===== src/rtl/wb_pkg.sv =====
// Shared types and constants for the writeback stage: FSM states, load funct3 encodings, memory source index.
package wb_pkg;

  typedef enum logic [0:0] {
    IDLE     = 1'b0,
    WAIT_MEM = 1'b1
  } wb_state_e;

  localparam logic [2:0] LB  = 3'b000;
  localparam logic [2:0] LH  = 3'b001;
  localparam logic [2:0] LW  = 3'b010;
  localparam logic [2:0] LD  = 3'b011;
  localparam logic [2:0] LBU = 3'b100;
  localparam logic [2:0] LHU = 3'b101;
  localparam logic [2:0] LWU = 3'b110;

  localparam int SRC_MEM = 0;

endpackage


===== src/rtl/wb_stage_if.sv =====
// MEM-to-writeback bundle: instruction handshake, memory response, flush and register-file write port.
interface wb_stage_if #(
  parameter int XLEN  = 32,
  parameter int NSRC  = 4,
  parameter int SEL_W = $clog2(NSRC)
);
  logic                 in_valid;
  logic                 in_ready;
  logic [NSRC*XLEN-1:0] in_src;
  logic [SEL_W-1:0]     in_sel;
  logic [4:0]           in_rd;
  logic                 in_we;
  logic [2:0]           in_funct3;
  logic [2:0]           in_addr_lo;
  logic                 mem_rsp_valid;
  logic [XLEN-1:0]      mem_rsp_data;
  logic                 flush;
  logic                 rf_we;
  logic [4:0]           rf_waddr;
  logic [XLEN-1:0]      rf_wdata;
  logic                 busy;

  modport master (
    output in_valid, in_src, in_sel, in_rd, in_we, in_funct3, in_addr_lo,
    output mem_rsp_valid, mem_rsp_data, flush,
    input  in_ready, rf_we, rf_waddr, rf_wdata, busy
  );

  modport slave (
    input  in_valid, in_src, in_sel, in_rd, in_we, in_funct3, in_addr_lo,
    input  mem_rsp_valid, mem_rsp_data, flush,
    output in_ready, rf_we, rf_waddr, rf_wdata, busy
  );

endinterface


===== src/rtl/wb_stage_load_ext.sv =====
// load_ext: combinational sub-word load extraction (byte/half/word lane select, sign or zero extend).
// Zero latency, no handshake; unused funct3 encodings pass the memory word through unchanged.
module load_ext
  import wb_pkg::*;
#(
  parameter int XLEN = 32
) (
  input  logic [XLEN-1:0] data,
  input  logic [2:0]      funct3,
  input  logic [2:0]      addr_lo,
  output logic [XLEN-1:0] result
);
  localparam int OFF_W = $clog2(XLEN / 8);

  logic [OFF_W-1:0] off;
  logic [XLEN-1:0]  shifted;
  logic             unused_addr;

  assign unused_addr = ^addr_lo;

  // Align the byte offset down to the access size so lanes never straddle.
  always_comb begin
    off = addr_lo[OFF_W-1:0];
    case (funct3)
      LH, LHU: off = off & ~OFF_W'(1);
      LW, LWU: off = off & ~OFF_W'(3);
      LD:      off = '0;
      default: ;
    endcase
  end

  assign shifted = data >> {off, 3'b000};

  always_comb begin
    result = data;
    case (funct3)
      LB:      result = XLEN'($signed(shifted[7:0]));
      LBU:     result = XLEN'(shifted[7:0]);
      LH:      result = XLEN'($signed(shifted[15:0]));
      LHU:     result = XLEN'(shifted[15:0]);
      LW:      result = XLEN'($signed(shifted[31:0]));
      LWU:     if (XLEN == 64) result = XLEN'(shifted[31:0]);
      default: result = data;
    endcase
  end

endmodule


===== src/rtl/wb_stage.sv =====
// wb_stage: source select + load wait, registered RF write (optional WB_LOAD_EXT_EN load extraction).
// rf_we one cycle after accept or after a waited response; in_ready low while a load waits, flush/reset abandon it.
module wb_stage
  import wb_pkg::*;
#(
  parameter int XLEN  = 32,
  parameter int NSRC  = 4,
  parameter int SEL_W = $clog2(NSRC)
) (
  input logic       clk,
  input logic       rst,
  wb_stage_if.slave bus
);
  wb_state_e       state, state_nxt;
  logic [4:0]      cap_rd;
  logic            cap_we;
  logic            accept, is_load, sel_ok, park;
  logic [XLEN-1:0] src_data, load_data;
  logic            commit, commit_we;
  logic [4:0]      commit_waddr;
  logic [XLEN-1:0] commit_wdata;
  logic            unused_src0;

  assign unused_src0  = ^bus.in_src[XLEN-1:0];
  assign bus.in_ready = (state == IDLE);
  assign bus.busy     = (state == WAIT_MEM);
  assign accept       = bus.in_valid && (state == IDLE) && !bus.flush;
  assign is_load      = (bus.in_sel == SEL_W'(SRC_MEM));
  assign sel_ok       = (int'(bus.in_sel) < NSRC);
  assign park         = accept && is_load && !bus.mem_rsp_valid;

  always_comb begin
    src_data = '0;
    for (int i = 1; i < NSRC; i++)
      if (int'(bus.in_sel) == i) src_data = bus.in_src[i*XLEN +: XLEN];
  end

`ifdef WB_LOAD_EXT_EN
  logic [2:0] cap_funct3, cap_addr_lo, ext_funct3, ext_addr_lo;

  assign ext_funct3  = (state == WAIT_MEM) ? cap_funct3  : bus.in_funct3;
  assign ext_addr_lo = (state == WAIT_MEM) ? cap_addr_lo : bus.in_addr_lo;

  load_ext #(.XLEN(XLEN)) u_load_ext (
    .data    (bus.mem_rsp_data),
    .funct3  (ext_funct3),
    .addr_lo (ext_addr_lo),
    .result  (load_data)
  );

  always_ff @(posedge clk) begin
    if (rst) begin
      cap_funct3  <= '0;
      cap_addr_lo <= '0;
    end else if (park) begin
      cap_funct3  <= bus.in_funct3;
      cap_addr_lo <= bus.in_addr_lo;
    end
  end
`else
  logic unused_ext;

  assign unused_ext = ^{bus.in_funct3, bus.in_addr_lo};
  assign load_data  = bus.mem_rsp_data;
`endif

  always_ff @(posedge clk) begin
    if (rst) state <= IDLE;
    else     state <= state_nxt;
  end

  always_comb begin
    state_nxt = state;
    case (state)
      IDLE:     if (park) state_nxt = WAIT_MEM;
      WAIT_MEM: if (bus.flush || bus.mem_rsp_valid) state_nxt = IDLE;
      default:  state_nxt = IDLE;
    endcase
  end

  always_comb begin
    commit       = 1'b0;
    commit_we    = 1'b0;
    commit_waddr = bus.in_rd;
    commit_wdata = '0;
    case (state)
      IDLE: begin
        if (accept) begin
          if (is_load) begin
            commit       = bus.mem_rsp_valid;
            commit_we    = bus.in_we;
            commit_wdata = load_data;
          end else if (sel_ok) begin
            commit       = 1'b1;
            commit_we    = bus.in_we;
            commit_wdata = src_data;
          end else begin
            // Out-of-range select still lands rd with zero data, but never strobes.
            commit = 1'b1;
          end
        end
      end
      WAIT_MEM: begin
        if (!bus.flush && bus.mem_rsp_valid) begin
          commit       = 1'b1;
          commit_we    = cap_we;
          commit_waddr = cap_rd;
          commit_wdata = load_data;
        end
      end
      default: ;
    endcase
  end

  always_ff @(posedge clk) begin
    if (rst) begin
      cap_rd <= '0;
      cap_we <= 1'b0;
    end else if (park) begin
      cap_rd <= bus.in_rd;
      cap_we <= bus.in_we;
    end
  end

  always_ff @(posedge clk) begin
    if (rst) begin
      bus.rf_we    <= 1'b0;
      bus.rf_waddr <= '0;
      bus.rf_wdata <= '0;
    end else begin
      bus.rf_we <= commit && commit_we && (commit_waddr != 5'd0);
      if (commit) begin
        bus.rf_waddr <= commit_waddr;
        bus.rf_wdata <= commit_wdata;
      end
    end
  end

endmodule


===== src/flat_wrapper.sv =====
// flat-port wrapper written by rule: the top's interface ports become plain ports
module wb_stage_flat import wb_pkg::*;
#(
  parameter int XLEN  = 32,
  parameter int NSRC  = 4,
  parameter int SEL_W = $clog2(NSRC)
)
  (clk, rst, bus_in_valid, bus_in_src, bus_in_sel, bus_in_rd, bus_in_we, bus_in_funct3, bus_in_addr_lo, bus_mem_rsp_valid, bus_mem_rsp_data, bus_flush, bus_in_ready, bus_rf_we, bus_rf_waddr, bus_rf_wdata, bus_busy);
  wb_stage_if #(.XLEN(XLEN), .NSRC(NSRC), .SEL_W(SEL_W)) bus_i ();
  input logic clk;
  input logic rst;
  input wire logic [$bits(bus_i.in_valid)-1:0] bus_in_valid;
  input wire logic [$bits(bus_i.in_src)-1:0] bus_in_src;
  input wire logic [$bits(bus_i.in_sel)-1:0] bus_in_sel;
  input wire logic [$bits(bus_i.in_rd)-1:0] bus_in_rd;
  input wire logic [$bits(bus_i.in_we)-1:0] bus_in_we;
  input wire logic [$bits(bus_i.in_funct3)-1:0] bus_in_funct3;
  input wire logic [$bits(bus_i.in_addr_lo)-1:0] bus_in_addr_lo;
  input wire logic [$bits(bus_i.mem_rsp_valid)-1:0] bus_mem_rsp_valid;
  input wire logic [$bits(bus_i.mem_rsp_data)-1:0] bus_mem_rsp_data;
  input wire logic [$bits(bus_i.flush)-1:0] bus_flush;
  output wire logic [$bits(bus_i.in_ready)-1:0] bus_in_ready;
  output wire logic [$bits(bus_i.rf_we)-1:0] bus_rf_we;
  output wire logic [$bits(bus_i.rf_waddr)-1:0] bus_rf_waddr;
  output wire logic [$bits(bus_i.rf_wdata)-1:0] bus_rf_wdata;
  output wire logic [$bits(bus_i.busy)-1:0] bus_busy;
  assign bus_i.in_valid = bus_in_valid;
  assign bus_i.in_src = bus_in_src;
  assign bus_i.in_sel = bus_in_sel;
  assign bus_i.in_rd = bus_in_rd;
  assign bus_i.in_we = bus_in_we;
  assign bus_i.in_funct3 = bus_in_funct3;
  assign bus_i.in_addr_lo = bus_in_addr_lo;
  assign bus_i.mem_rsp_valid = bus_mem_rsp_valid;
  assign bus_i.mem_rsp_data = bus_mem_rsp_data;
  assign bus_i.flush = bus_flush;
  assign bus_in_ready = bus_i.in_ready;
  assign bus_rf_we = bus_i.rf_we;
  assign bus_rf_waddr = bus_i.rf_waddr;
  assign bus_rf_wdata = bus_i.rf_wdata;
  assign bus_busy = bus_i.busy;
  wb_stage #(.XLEN(XLEN), .NSRC(NSRC), .SEL_W(SEL_W)) u_core (.clk(clk), .rst(rst), .bus(bus_i));
endmodule

===== config.mk =====
export PLATFORM = sky130hd
export DESIGN_NAME = wb_stage_flat
export DESIGN_NICKNAME = d
export VERILOG_FILES = /design/src/rtl/wb_pkg.sv /design/src/rtl/wb_stage_if.sv /design/src/rtl/wb_stage_load_ext.sv /design/src/rtl/wb_stage.sv /design/src/flat_wrapper.sv
export SDC_FILE = /design/constraint.sdc
export NUM_CORES = 1
export LEC_CHECK = 0
export BUFFER_PORTS_ARGS = -buffer_cell sky130_fd_sc_hd__buf_2
export CAP_MARGIN = 10
export CORE_MARGIN = 2
export CORE_UTILIZATION = 27
export DETAILED_ROUTE_END_ITERATION = 8
export SETUP_SLACK_MARGIN = 0.05
export SYNTH_ARGS = -nofsm -noshare
export SYNTH_HDL_FRONTEND = slang
export SYNTH_SLANG_ARGS = --single-unit

===== constraint.sdc =====
create_clock -name clk -period 1.9 [get_ports clk]
set_input_delay 0.095 -clock clk [delete_from_list [all_inputs] [get_ports clk]]
set_output_delay 0.095 -clock clk [all_outputs]
set_load 0.03 [all_outputs]

After elaboration in Yosys (flattened, before gate mapping)
Cells that the tools add are included.
- bits in registers: 45
- bits of input ports: 179
- output and inout bits: 40
- logic and storage cells: 41
- eq/ne operators: 3
- mux-type cells: 19
- bitwise logic cells: 1
- reduce and logical (&&, ||, !) cells: 12
- operator list (operator ; number):
    $mux W32 ; 6
    $pmux W32 S2 ; 1
    $mux W5 ; 2
    $logic_and A1 B1 Y1 ; 7
    $mux W1 ; 7
    $pmux W1 S2 ; 3
    $reduce_bool A5 Y1 ; 1
    $eq A2 B2 Y1 const B ; 2
    $eq A2 B1 Y1 const B ; 1
    $logic_not A1 Y1 ; 2
    $logic_not A2 Y1 ; 1
    $logic_or A1 B1 Y1 ; 1
    $not A1 Y1 ; 1

Longest topological paths before layout
- word-level depth: 7
- gate-level depth with buffers: 7
- gate-level depth less buffers: 4

Least setup slack after synthesis
OpenSTA, ideal clock, no wires.
- path kind: reg-to-reg
- start point: register u_core.state, in the netlist u_core.bus.busy
- end point: register u_core.bus.rf_wdata[25]
- setup time: 0.074 ns
- arrival time: 1.718 ns
- data required time: 1.826 ns
- path slack: 0.107 ns
- cell stages (with the launch flop): 8
- buffers on the path: 3
- period minus slack after synthesis: 1.793 ns
- path through: dfxtp_1 buf_6 or4b_4 a21oi_4 buf_6 buf_12 a221oi_2 nor3_2
- cells in the longest elaborated chain, start to end: 5
- elaborated cells between the ends (all ways): 7
- ends and longest elaborated chain (item ; line ; RTL):
    start, declared ; wb_stage.sv:14 ; wb_state_e state, state_nxt;
    start signal, assigned ; wb_stage.sv:69 ; else state <= state_nxt;
    $not A1 Y1 ; wb_stage.sv:27, wb_stage.sv:86 ;
    $logic_and A1 B1 Y1 (2 in series) ; wb_stage.sv:27 ; assign accept = bus.in_valid && (state == IDLE) && !bus.flush;
    $mux W32 / $mux W1 (equally long branches) ; wb_stage.sv:88 ; if (accept) begin
    $pmux W32 S2 / $pmux W1 S2 (equally long branches) ; wb_stage.sv:86 ; case (state)
    end signal, assigned ; wb_stage.sv:134 ; bus.rf_wdata <= commit_wdata;
    end, declared ; wb_stage_if.sv:32 ; output in_ready, rf_we, rf_waddr, rf_wdata, busy
Several ways; a longest one is shown, not always the timed one.
A chain may end at the register's enable or synchronous reset.

Worst setup path in the final report
- start point: register u_core.state, in the netlist u_core.bus.busy
- end point: register u_core.bus.rf_wdata[17]
Same word-level chain as after synthesis.

==> impl_metrics.tcl <==
set metrics [dict create \
    hp-start "bus_in_we" \
    nets 655 \
    placed_cells 605 \
    ys.flop_type "dfxtp_1" \
    whs_ps 66.9 \
    num_rows 37 \
    coreArea_sq_um 10200 \
    drc 0 \
    place.detailed.hpwl_mm 6.95 \
    grtUsageMet1_pct 18.9 \
    hold_violations 0 \
    crit_chain "or4b_4 -> a21oi_4 -> buf_12 -> a221oi_1 -> nor3_1" \
    initial_core_util_pct 27.3 \
    grt_overflow 0 \
    die_w_microns 106 \
    worstSetupStartpointType "flop" \
    htreeDepth 2 \
    critPathArrivalTime_ps 1890 \
    crit_family "simple AND/OR/NAND/NOR gates" \
    root_buffer "clkbuf_8" \
    clk_latency_ps 290 \
    drt-initial-drc-count 119 \
    path_max_fanout 29 \
    max-cap-violations 0 \
    p_leak_nw 1.86 \
    vias_per_cell 5.01 \
    synth_nets 484 \
    dpl_cell_area_sq_um 3860 \
    clk_pin_slew_worst_paths_ps 80 \
    fmax_ghz 0.595 \
    ys_async_sr_fraction_pct 0 \
    r2r_start "u_core.bus.busy$_SDFF_PP0_" \
    cts-hold-fix-buffers 0 \
    criticalPathCategory "reg -> reg" \
    hold_end "u_core.cap_we$_SDFFE_PP0P_" \
    path_depth 5 \
    synth_top_cell_by_area "dfxtp_1" \
    finalSetupTns_ps 0 \
    timing.final.crit_share_pct 88.5 \
    post_synth_inst_count 305 \
    gp_congestion 0.865 \
    maxSlewHeadroom_pct 32.9 \
    gr-usage-met3_pct 3.22 \
    dr_total_vias 3069 \
    area_delta_synth_final_pct 42.8 \
    regToRegEndpoint "u_core.bus.rf_wdata[17]$_SDFFE_PP0P_" \
    io_pins 219 \
    setup_viol 0 \
    cp_data_required_time_ps 2110 \
    min_path_type "in -> reg" \
    cts_max_path_buffers 2 \
    synth_edf_count 0 \
    yosysWarnings 0 \
    ys_seq_area_share_pct 32.4 \
    slowest_delay_ps 560 \
    min_period_ps 1680 \
    track_usage_pct 15.9 \
    worst-r2r-setup-slack_ps 220 \
    cts_tree "done" \
    post_cts_buffers 0 \
    skew_ps 7.20 \
    ys_top_cells_by_area "dfxtp_1 (32%), mux2_2 (13%), a22o_1 (9.8%)" \
    crit_start "u_core.bus.busy$_SDFF_PP0_" \
    antenna_found_initial 0 \
    grt_max_degree 38 \
    peakVddDrop_mv 0.338 \
    syn_area_sq_um 2780 \
    dieArea_sq_um 11100 \
    wirelength_mm 9.04 \
    grt_pass1_wl_mm 14.6 \
    ant_nets 0 \
    cts.sinks 45 \
    slew_violations 0 \
    rr_worst_depth 5 \
    cts_resized 0 \
    die_h_microns 106 \
    synth_seq_cells 45 \
    synth.avg_cell_area_sq_um 9.13 \
    p_total_mw 2.49 \
    power_density_nw_per_um2 625 \
    min_path_cells 3 \
    use_met2_pct 29.2 \
    cts_buffers 5 \
    rsz0062_at_grt "false" \
    end_kind "flop" \
    design_area_sq_um 3980 \
    diodes 0 \
    crit_buf_inv 1 \
    tightest_slew_ps 1000 \
    status "finished, final reports clean" \
    cp_slowest_cell "or4b_4" \
    synth.top_cell.area_share_pct 32.4 \
    firstDrtPassIters 4 \
    grt_busiest_layer "met2" \
    drive_gt1_share_pct 55.1 \
    port_buffers 180 \
    drt-wirelength-per-cell_microns 14.7 \
    grt_pass1_vias 3072 \
    synth_cell_types 37 \
    instances_no_fill 613 \
]
## synth_stat cells, types with 7 or more instances
master,n
a21oi_1,10
nand2_1,21
nor3_2,10
nor2_1,35
nand3_1,7
mux2_2,31
buf_2,10
a22o_1,31
a221oi_1,20
dfxtp_1,45
a221oi_2,10
nor3_1,22
clkbuf_1,15
## worst max path at each step
stage / slack, ps / end
after floorplan: 110 / u_core.bus.rf_wdata[25]$_SDFFE_PP0P_
after detailed placement: 70 / u_core.bus.rf_wdata[7]$_SDFFE_PP0P_
after CTS: 190 / u_core.bus.rf_wdata[17]$_SDFFE_PP0P_
after global routing: 130 / u_core.bus.rf_wdata[16]$_SDFFE_PP0P_
after global placement: 80 / u_core.bus.rf_wdata[7]$_SDFFE_PP0P_
final: 220 / u_core.bus.rf_wdata[17]$_SDFFE_PP0P_
## worst min-delay path, delay by kind of cell
kind                   cells  cell delay [ps]
buffers and inverters      1              110
AO/OA/AOI/OAI              1               50
AND/OR/NAND/NOR            1               60
## final cells by class
type	count	area [sq um]
clock buffer	7	86.3
sequential	45	901
multi-input combinational	224	1710
inverter	4	15.0
timing repair buffer	196	1060
clock inverter	1	30.0
tap	136	170
fill	1095	6210
## metal layers
| metal | routed length, microns | vias up | share of wire, % |
|---|---|---|---|
| li1 | - | 1512 | - |
| met1 | 3820 | 1446 | 42 |
| met3 | 512 | 12 | 5.7 |
| met4 | 114 | 0 | 1.3 |
| met2 | 4590 | 99 | 51 |
| met5 | 0 | - | 0 |
## flip-flops by register name (all words and copies together), names as in the netlist
| name | cells |
|---|---|
| u_core.bus.busy | 1 |
| u_core.cap_we | 1 |
| u_core.bus.rf_waddr | 5 |
| u_core.bus.rf_wdata | 32 |
| u_core.bus.rf_we | 1 |
| u_core.cap_rd | 5 |
## cell usage in the layout (no fill, tap or decap), drive strengths merged, types with 3 or more instances in the layout
cell type    n
buf        196
dfxtp       45
nor2        35
nor3        32
mux2        31
a22o        31
a221oi      30
nand2       21
a21oi       11
nand3        7
clkbuf       7
a311oi       5
inv          4
a22oi        3
## through the flow
stage | util (%) | worst slack (ps)
6_report | 39.0 | 219
5_1_grt | 39.0 | 127
4_1_cts | 39.0 | 187
3_5_place_dp | 37.9 | 69.9
3_3_place_gp | 37.9 | 81.7
2_1_floorplan | - | 107
## cell families (layout without fill, tap and decap cells)
logic type,Yosys count,in the layout,synth area share [%]
multiplexers,32,32,12.9
AO/OA/AOI/OAI,88,88,28.8
flip-flops,45,45,32.4
AND/OR/NAND/NOR,104,104,19.0
buffers and inverters,36,208,6.97
## power breakdown
part / internal, mW / switching (mW) / total [mW] / leakage [nW]
sequential: 0.996 / 0.0251 / 1.02 / 0.369
combinational: 0.325 / 0.392 / 0.717 / 1.43
clock: 0.429 / 0.318 / 0.747 / 0.0585
total: 1.75 / 0.735 / 2.49 / 1.86
Power figures use the tool's default switching activity.
